File: src/rtl/time_ctrl_pkg.sv
// Shared types and BCD limits for the time-set controller.
package time_ctrl_pkg;

  typedef enum logic [1:0] {
    ST_RUN     = 2'd0,
    ST_SET_HR  = 2'd1,
    ST_SET_MIN = 2'd2,
    ST_COMMIT  = 2'd3
  } state_e;

  localparam logic [7:0] HR_MAX  = 8'h23;
  localparam logic [7:0] MIN_MAX = 8'h59;

endpackage

File: src/rtl/bcd_mod_step.sv
// Two-digit BCD increment/decrement with wrap between 00 and MAX.
module bcd_mod_step #(
  parameter logic [7:0] MAX = 8'h59
) (
  input  logic [7:0] val,
  input  logic       inc,
  input  logic       dec,
  output logic [7:0] nxt
);

  // inc and dec together cancel out
  always_comb begin
    nxt = val;
    if (inc && !dec) begin
      if (val == MAX)               nxt = 8'h00;
      else if (val[3:0] == 4'd9)    nxt = {val[7:4] + 4'd1, 4'd0};
      else                          nxt = {val[7:4], val[3:0] + 4'd1};
    end else if (dec && !inc) begin
      if (val == 8'h00)             nxt = MAX;
      else if (val[3:0] == 4'd0)    nxt = {val[7:4] - 4'd1, 4'd9};
      else                          nxt = {val[7:4], val[3:0] - 4'd1};
    end
  end

endmodule

File: src/rtl/time_set_ctrl.sv
// Set-mode sequencer between the button front-end and the HH:MM:SS counter.
// state      | meaning
// ST_RUN     | counter free-running, buttons except mode ignored
// ST_SET_HR  | counter frozen, inc/dec edit the hour
// ST_SET_MIN | counter frozen, inc/dec edit the minute
// ST_COMMIT  | one-cycle parallel load of hh:mm:00
module time_set_ctrl
  import time_ctrl_pkg::*;
#(
  parameter int TIMEOUT = 30
) (
  input  logic       clk,
  input  logic       rst,
  input  logic       mode_btn,
  input  logic       inc_btn,
  input  logic       dec_btn,
  input  logic [3:0] cur_m_hr,
  input  logic [3:0] cur_l_hr,
  input  logic [3:0] cur_m_min,
  input  logic [3:0] cur_l_min,
  output logic       cnt_en,
  output logic       load,
  output logic [3:0] ld_m_hr,
  output logic [3:0] ld_l_hr,
  output logic [3:0] ld_m_min,
  output logic [3:0] ld_l_min,
  output logic [3:0] ld_m_sec,
  output logic [3:0] ld_l_sec,
  output logic       edit_hr,
  output logic       edit_min
);

  localparam int IW = $clog2(TIMEOUT + 1);
  localparam logic [IW-1:0] IDLE_LAST = IW'(TIMEOUT - 1);

  state_e          state_q, state_d;
  logic [7:0]      hr_q, hr_d, min_q, min_d;
  logic [IW-1:0]   idle_q, idle_d;
  logic            cnt_en_q, cnt_en_d, load_q, load_d;
  logic            edit_hr_q, edit_hr_d, edit_min_q, edit_min_d;
  logic [7:0]      ld_hr_q, ld_hr_d, ld_min_q, ld_min_d;

  logic            hr_inc, hr_dec, min_inc, min_dec;
  logic [7:0]      hr_step, min_step;

  // mode wins over inc/dec in the same cycle
  assign hr_inc  = (state_q == ST_SET_HR)  && !mode_btn && inc_btn;
  assign hr_dec  = (state_q == ST_SET_HR)  && !mode_btn && dec_btn;
  assign min_inc = (state_q == ST_SET_MIN) && !mode_btn && inc_btn;
  assign min_dec = (state_q == ST_SET_MIN) && !mode_btn && dec_btn;

  bcd_mod_step #(.MAX(HR_MAX)) u_hr_step (
    .val (hr_q),
    .inc (hr_inc),
    .dec (hr_dec),
    .nxt (hr_step)
  );

  bcd_mod_step #(.MAX(MIN_MAX)) u_min_step (
    .val (min_q),
    .inc (min_inc),
    .dec (min_dec),
    .nxt (min_step)
  );

  always_comb begin
    state_d = state_q;
    hr_d    = hr_q;
    min_d   = min_q;
    idle_d  = idle_q;
    case (state_q)
      ST_RUN: begin
        idle_d = '0;
        if (mode_btn) begin
          hr_d    = {cur_m_hr, cur_l_hr};
          min_d   = {cur_m_min, cur_l_min};
          state_d = ST_SET_HR;
        end
      end
      ST_SET_HR, ST_SET_MIN: begin
        if (mode_btn) begin
          idle_d  = '0;
          state_d = (state_q == ST_SET_HR) ? ST_SET_MIN : ST_COMMIT;
        end else if (inc_btn || dec_btn) begin
          idle_d = '0;
          hr_d   = hr_step;
          min_d  = min_step;
        end else if (idle_q == IDLE_LAST) begin
          idle_d  = '0;
          state_d = ST_RUN;
        end else begin
          idle_d = idle_q + IW'(1);
        end
      end
      default: begin
        idle_d  = '0;
        state_d = ST_RUN;
      end
    endcase

    // outputs are registered against the next state so they line up with it
    cnt_en_d   = (state_d == ST_RUN);
    load_d     = (state_d == ST_COMMIT);
    edit_hr_d  = (state_d == ST_SET_HR);
    edit_min_d = (state_d == ST_SET_MIN);
    ld_hr_d    = load_d ? hr_d  : ld_hr_q;
    ld_min_d   = load_d ? min_d : ld_min_q;
  end

  always_ff @(posedge clk) begin
    if (!rst) begin
      state_q    <= ST_RUN;
      hr_q       <= 8'h00;
      min_q      <= 8'h00;
      idle_q     <= '0;
      cnt_en_q   <= 1'b1;
      load_q     <= 1'b0;
      edit_hr_q  <= 1'b0;
      edit_min_q <= 1'b0;
      ld_hr_q    <= 8'h00;
      ld_min_q   <= 8'h00;
    end else begin
      state_q    <= state_d;
      hr_q       <= hr_d;
      min_q      <= min_d;
      idle_q     <= idle_d;
      cnt_en_q   <= cnt_en_d;
      load_q     <= load_d;
      edit_hr_q  <= edit_hr_d;
      edit_min_q <= edit_min_d;
      ld_hr_q    <= ld_hr_d;
      ld_min_q   <= ld_min_d;
    end
  end

  assign cnt_en   = cnt_en_q;
  assign load     = load_q;
  assign edit_hr  = edit_hr_q;
  assign edit_min = edit_min_q;
  assign ld_m_hr  = ld_hr_q[7:4];
  assign ld_l_hr  = ld_hr_q[3:0];
  assign ld_m_min = ld_min_q[7:4];
  assign ld_l_min = ld_min_q[3:0];
  // seconds always commit as 00
  assign ld_m_sec = 4'd0;
  assign ld_l_sec = 4'd0;

endmodule

File: config.mk
export PLATFORM = sky130hd
export DESIGN_NAME = time_set_ctrl
export DESIGN_NICKNAME = d
export VERILOG_FILES = /design/src/rtl/time_ctrl_pkg.sv /design/src/rtl/bcd_mod_step.sv /design/src/rtl/time_set_ctrl.sv
export SDC_FILE = /design/constraint.sdc
export NUM_CORES = 1
export LEC_CHECK = 0
export ABC_AREA = 1
export CAP_MARGIN = 20
export CORE_AREA = 10 10 112 114
export DETAILED_ROUTE_END_ITERATION = 10
export DIE_AREA = 0 0 122 124
export PLACE_DENSITY = 0.6
export SYNTH_ARGS = -nofsm -noshare
export SYNTH_HDL_FRONTEND = slang
export SYNTH_HIERARCHICAL = 1
export SYNTH_SLANG_ARGS = --single-unit
File: constraint.sdc
create_clock -name clk -period 3.7 [get_ports clk]
set_clock_uncertainty 0.05 [all_clocks]
set_input_delay 0.37 -clock clk [delete_from_list [all_inputs] [get_ports clk]]
set_output_delay 0.37 -clock clk [all_outputs]
set_load 0.005 [all_outputs]
Word-level counts from Yosys, hierarchy flattened:

Index checks and enable logic that the tools add are counted.

* input bits: 21
* flip-flop bits (word level): 43
* output and inout bits: 28
* logic and storage cells: 81

* reductions and logical operators: 24
* equal/unequal tests: 10
* bitwise gates (word level): 2
* muxes and demuxes: 26
* add/subtract/negate cells: 9

Operators by type and width (number)
* $mux 8: 18
* $pmux 8 s2: 2
* $add 4x1->4 const B: 4
* $logic_not 8->1: 2
* $sub 4x1->4 const B: 4
* $logic_and 1x1->1: 10
* $eq 4x4->1 const B: 2
* $eq 8x6->1 const B: 1
* $eq 8x7->1 const B: 1
* $logic_not 4->1: 2
* $mux 2: 4
* $eq 2x2->1 const B: 3
* $add 5x1->5 const B: 1
* $eq 5x5->1 const B: 1
* $logic_not 1->1: 5
* $reduce_or 5->1: 1
* $eq 2x1->1 const B: 2
* $logic_not 2->1: 2
* $pmux 2 s2: 1
* $not 1->1: 2
* $reduce_or 2->1: 1
* $logic_or 1x1->1: 1
* $mux 1: 1

Logic depth before layout (Yosys ltp):

* word-level depth: 10
* mapped depth: 22

By module:

The synthesis kept the hierarchy.

Modules (own cells, without submodules)
* time_set_ctrl: seq. area each 860.8 um^2, cells each 378, area each 2488.6 um^2, times used 1
* bcd_mod_step (u_min_step): seq. area each 0.0 um^2, cells each 99, area each 529.3 um^2, times used 1
* bcd_mod_step (u_hr_step): seq. area each 0.0 um^2, cells each 98, area each 519.2 um^2, times used 1

Worst setup path before layout:

OpenSTA, ideal clock, no wires.

* path type: flip-flop to flip-flop
* start point: reg state_q[0]
* end point: reg ld_min_q[7]
* setup slack: 1.571 ns
* period minus slack after synthesis: 2.129 ns
* path buffers: 0
* stages on the path, launching flop included: 21
* library setup time: 0.062 ns
* arrival: 2.017 ns
* cell sequence: dfxtp_1 -> inv_1 -> ha_1 -> inv_1 -> nor3_1 -> inv_1 -> nor2_1 -> o21ai_1 -> inv_1 -> nand3_1 -> nand2_1 -> nand2_1 -> inv_1 -> nand3_1 -> nand2_1 -> nand2_1 -> nand2_1 -> inv_1 -> nand3_1 -> nand2_1 -> nor2_2

* word-level cells in the longest chain between the ends: 10
* elaborated cells between the ends (all ways): 23
* classes of those cells: 3 x eq/ne; 11 x mux; 9 x reduce/logical

Ends and longest elaborated chain
* start: declaration: line time_set_ctrl.sv:36 `state_e state_q, state_d;`
* start signal: assignment: line time_set_ctrl.sv:123 `state_q <= state_d;`
* $eq 2x2->1 *: line time_set_ctrl.sv:49 `assign min_inc = (state_q == ST_SET_MIN) && !mode_btn && inc_btn;`
* $logic_and 1x1->1 * (2 in series): line time_set_ctrl.sv:49
* via min_inc: line time_set_ctrl.sv:43 `logic hr_inc, hr_dec, min_inc, min_dec;`
* $logic_not 1->1: line bcd_mod_step.sv:18 `end else if (dec && !inc) begin`
* $logic_and 1x1->1: line bcd_mod_step.sv:18
* $mux 8: line bcd_mod_step.sv:18
* $mux 8 *: line bcd_mod_step.sv:14 `if (inc && !dec) begin`
* via min_step[7]: line time_set_ctrl.sv:44 `logic [7:0] hr_step, min_step;`
* $mux 8 *: line time_set_ctrl.sv:84 `end else if (inc_btn || dec_btn) begin`
* $mux 8 *: line time_set_ctrl.sv:81 `if (mode_btn) begin`
* $pmux 8 s2 *: line time_set_ctrl.sv:71 `case (state_q)`
* end signal: assignment: line time_set_ctrl.sv:132 `ld_min_q <= ld_min_d;`
* end: declaration: line time_set_ctrl.sv:41 `logic [7:0] ld_hr_q, ld_hr_d, ld_min_q, ld_min_d;`

The timed path passes the listed nets; every way through them passes the cells marked *.
A chain may end at the register's enable or synchronous reset.

Worst setup path after layout:

* start point: in mode_btn
* end point: reg ld_min_q[7]

* elaborated cells between the ends (all ways): 18
* classes of those cells: 1 x eq/ne; 9 x mux; 8 x reduce/logical

RTL lines
* start: declaration: line time_set_ctrl.sv:14 `input logic mode_btn,`
* $logic_not 1->1 *: line time_set_ctrl.sv:50 `assign min_dec = (state_q == ST_SET_MIN) && !mode_btn && dec_btn;`
* $logic_and 1x1->1 * (2 in series): line time_set_ctrl.sv:50
* via min_dec: line time_set_ctrl.sv:43
* $logic_and 1x1->1 / $logic_not 1->1 (equally long branches): line bcd_mod_step.sv:18, bcd_mod_step.sv:14
* $mux 8 / $logic_and 1x1->1 (equally long branches): line bcd_mod_step.sv:18, bcd_mod_step.sv:14
* $mux 8 *: line bcd_mod_step.sv:14
* via min_step[7]: line time_set_ctrl.sv:44
* $mux 8 *: line time_set_ctrl.sv:84
* $mux 8 *: line time_set_ctrl.sv:81
* $pmux 8 s2 *: line time_set_ctrl.sv:71

Marks and branches as above.

==> run summary <==
top_reg_cell synth - dfxtp_1
post-cts gate resize count - 0
Tcrit/Tclk final - 78.99%
DP Worst Slack - 0.5031 ns
Post-Layout Cell Count - 743
final setup violation count - 0
routed wire length - 9.034 mm
CORE AREA - 10230 sq um
Mapped Cells - 575
met2 Usage GRT - 19.45%
top area cells in the synthesized netlist - dfxtp_1 24%, nand2_1 20%, nand3_1 8.8%
first-pass GRT wire length - 15.47 mm
Crit path arrival time - 3.06 ns
worst vdd ir - 0.0003289 V
Fmax - 342.1 MHz
initial antenna violation count - 0
yosys warns - 6
Critical Path Sink Type - flop
routed length per instance - 12.16 um
data required time at the worst endpoint - 3.83 ns
Clock Path Buffers - 2
Post-synth EDFFs - 0
Pwr Density - 418.5 nW/um^2
largest net degree at the start of global routing - 22
vias - 3394
Finished Core Util - 39.73%
Die Area - 15130 sq um
Crit Path Category - input pin to flop
Die Ht - 124 um
Die X - 122 um
Final WS setup - 0.7772 ns
gpl congestion - 0.8848
DRT Pass-1 Iters - 5
GRT Overall Usage - 12.07%
Starting Density - 34.57%
syn_area_per_cell - 6.152 sq um
max_cap viols - 0
Yosys top cell by area - dfxtp_1
area of the mapped netlist - 3537 sq um
Setup Buffers After CTS - 0
io pins - 49
Worst-Margin Slew - 0.7195 ns
Synth async-reset ratio - 0%
most frequent cells after synthesis - 192 x nand2_1, 70 x inv_1, 64 x nor2_1
PortBufs - 40
Worst Hold Depth - 1
reg2reg path depth - 20
nets - 647
Netlist cell types - 33
GRT Max-Usage Layer - met2
Slew headroom - 52.03%
Sinks on Clock Net - 43
met1 usage - 16.10%
Setup TNS - 0 ns
DP Cell Count - 735
count leader, synth - nand2_1
RSZ-0062 raised after global routing - no
Residual DRC - 0
initial DRC count - 232
register area share after synthesis - 24.34%
Hold Buf Count CTS - 0
area delta synth->final - 14.93%
later-pin clock latency in the skew report - 0.29 ns
aggregate global routing overflow - 0
clock slew at the register clock pins of the worst setup and hold paths - 0.08 ns
Vias per Instance - 4.568
crit path time final - 2.923 ns
Crit Path Max Fanout - 8
DRT antenna net count - 0
hold crit path type - flop to flop
share of post-route cells with drive strength above 1 - 10.05%
vias in the first global route - 3199
Pins Over Slew Limit - 0
post-synth top area share - 24.34%
type of origin of the critical path - input pin
clock root cell - clkbuf_8
TritonCTS clock tree - built
met3 Use GR - 2.127%
H-tree Lvls - 2
flops & latches, synth - 43
total CTS buffers - 5
WHS - 0.4200 ns
DP HPWL - 6.920 mm
Leak - 1.987 nW
status - complete, no violations
final hold violations - 0
row cnt - 37
Diodes inserted - 0
-- path summary, 6_finish.rpt --
check	from	to	slack (ns)
max	mode_btn	ld_min_q[7]$_SDFFE_PN0N_	0.78
min	idle_q[0]$_SDFF_PP0_	idle_q[0]$_SDFF_PP0_	0.42
max reg2reg	state_q[1]$_SDFF_PN0_	ld_min_q[7]$_SDFFE_PN0N_	1.01
min reg2reg	idle_q[0]$_SDFF_PP0_	idle_q[0]$_SDFF_PP0_	0.42
-- logic make-up (layout without fill, tap and decap cells) --
| family | after synthesis | in the layout | synth area share [%] |
|---|---|---|---|
| DFF | 43 | 43 | 24.34 |
| buffers and inverters | 105 | 130 | 14.64 |
| other | 1 | 8 | 0.1060 |
| AOI/OAI and AO/OA | 26 | 26 | 4.457 |
| adders and majority gates | 20 | 20 | 7.075 |
| and+or+nand+nor | 367 | 367 | 46.16 |
| xor gates and xnor gates | 13 | 13 | 3.219 |
-- layout make-up --
class	count	area [sq um]
inverter	81	309.0
timing repair buffer	41	407.9
sequential	43	860.8
tap	136	170.2
clock inverter	2	60.06
fill	1080	6166
clock buffer	6	72.57
multi-input combinational	434	2185
-- sequential cells by signal (all words and copies together) (netlist names) --
register  cells
hr_q          8
ld_hr_q       8
ld_min_q      8
min_q         8
idle_q        5
state_q       2
cnt_en        1
edit_hr       1
edit_min      1
load          1
-- cells in the final DEF, fill, tap and decap left out --
cell type,netlist,final
nor2_2,20,20
clkinv_1,1,1
nand2_2,8,8
a21oi_4,1,1
inv_2,8,8
clkbuf_8,0,5
inv_1,70,70
o211ai_1,2,2
nor2_8,1,1
nand4_1,2,2
conb_1,1,8
dfxtp_1,43,43
xor2_1,12,12
inv_4,2,2
ha_1,20,20
clkdlybuf4s50_1,0,40
nor2_4,3,3
nand3b_1,1,1
xnor2_1,1,1
nor2_1,64,64
nand2_4,2,2
a21oi_1,6,6
o21ai_0,12,12
nand2_1,192,192
buf_4,10,1
bufinv_16,0,2
nor3_1,6,6
o2111ai_1,1,1
o21ai_2,2,2
clkbuf_1,2,1
nand3_1,62,62
o21ai_1,2,2
nand3_2,6,6
-- layer usage --
metal / vias to the layer above / routed length (um)
met5: - / 0
met2: 88 / 4077
li1: 1795 / -
met4: 0 / 113
met3: 9 / 561
met1: 1502 / 4282
-- worst max-delay path: stages --
cell,delay (ns)
clkdlybuf4s50_1,0.66
nor3_1,0.55
inv_1,0.16
nor2_4,0.16
nand3_2,0.16
nor2_1,0.13
nor2_1,0.07
nand3_1,0.09
nand2_1,0.06
nand2_1,0.06
inv_1,0.05
nand3_1,0.07
nand2_1,0.05
nand2_1,0.06
nand2_1,0.06
inv_1,0.09
nand3_1,0.09
nand2_1,0.10
nor2_2,0.04
-- power by group --
part / leakage (nW) / total (mW) / switching (mW) / internal [mW]
clock network: 0.0654 / 0.427 / 0.157 / 0.270
logic: 1.57 / 0.674 / 0.413 / 0.261
registers: 0.352 / 0.600 / 0.0726 / 0.527
-- through the flow --
step                area, sq um  total power [mW]
finish                     4065             1.701
global route               4065             1.839
CTS                        4065             1.716
detailed placement         3933             1.277
global placement           3933             1.275
floorplan                  3563             1.103
No activity file was read; power rests on OpenSTA's default activity.
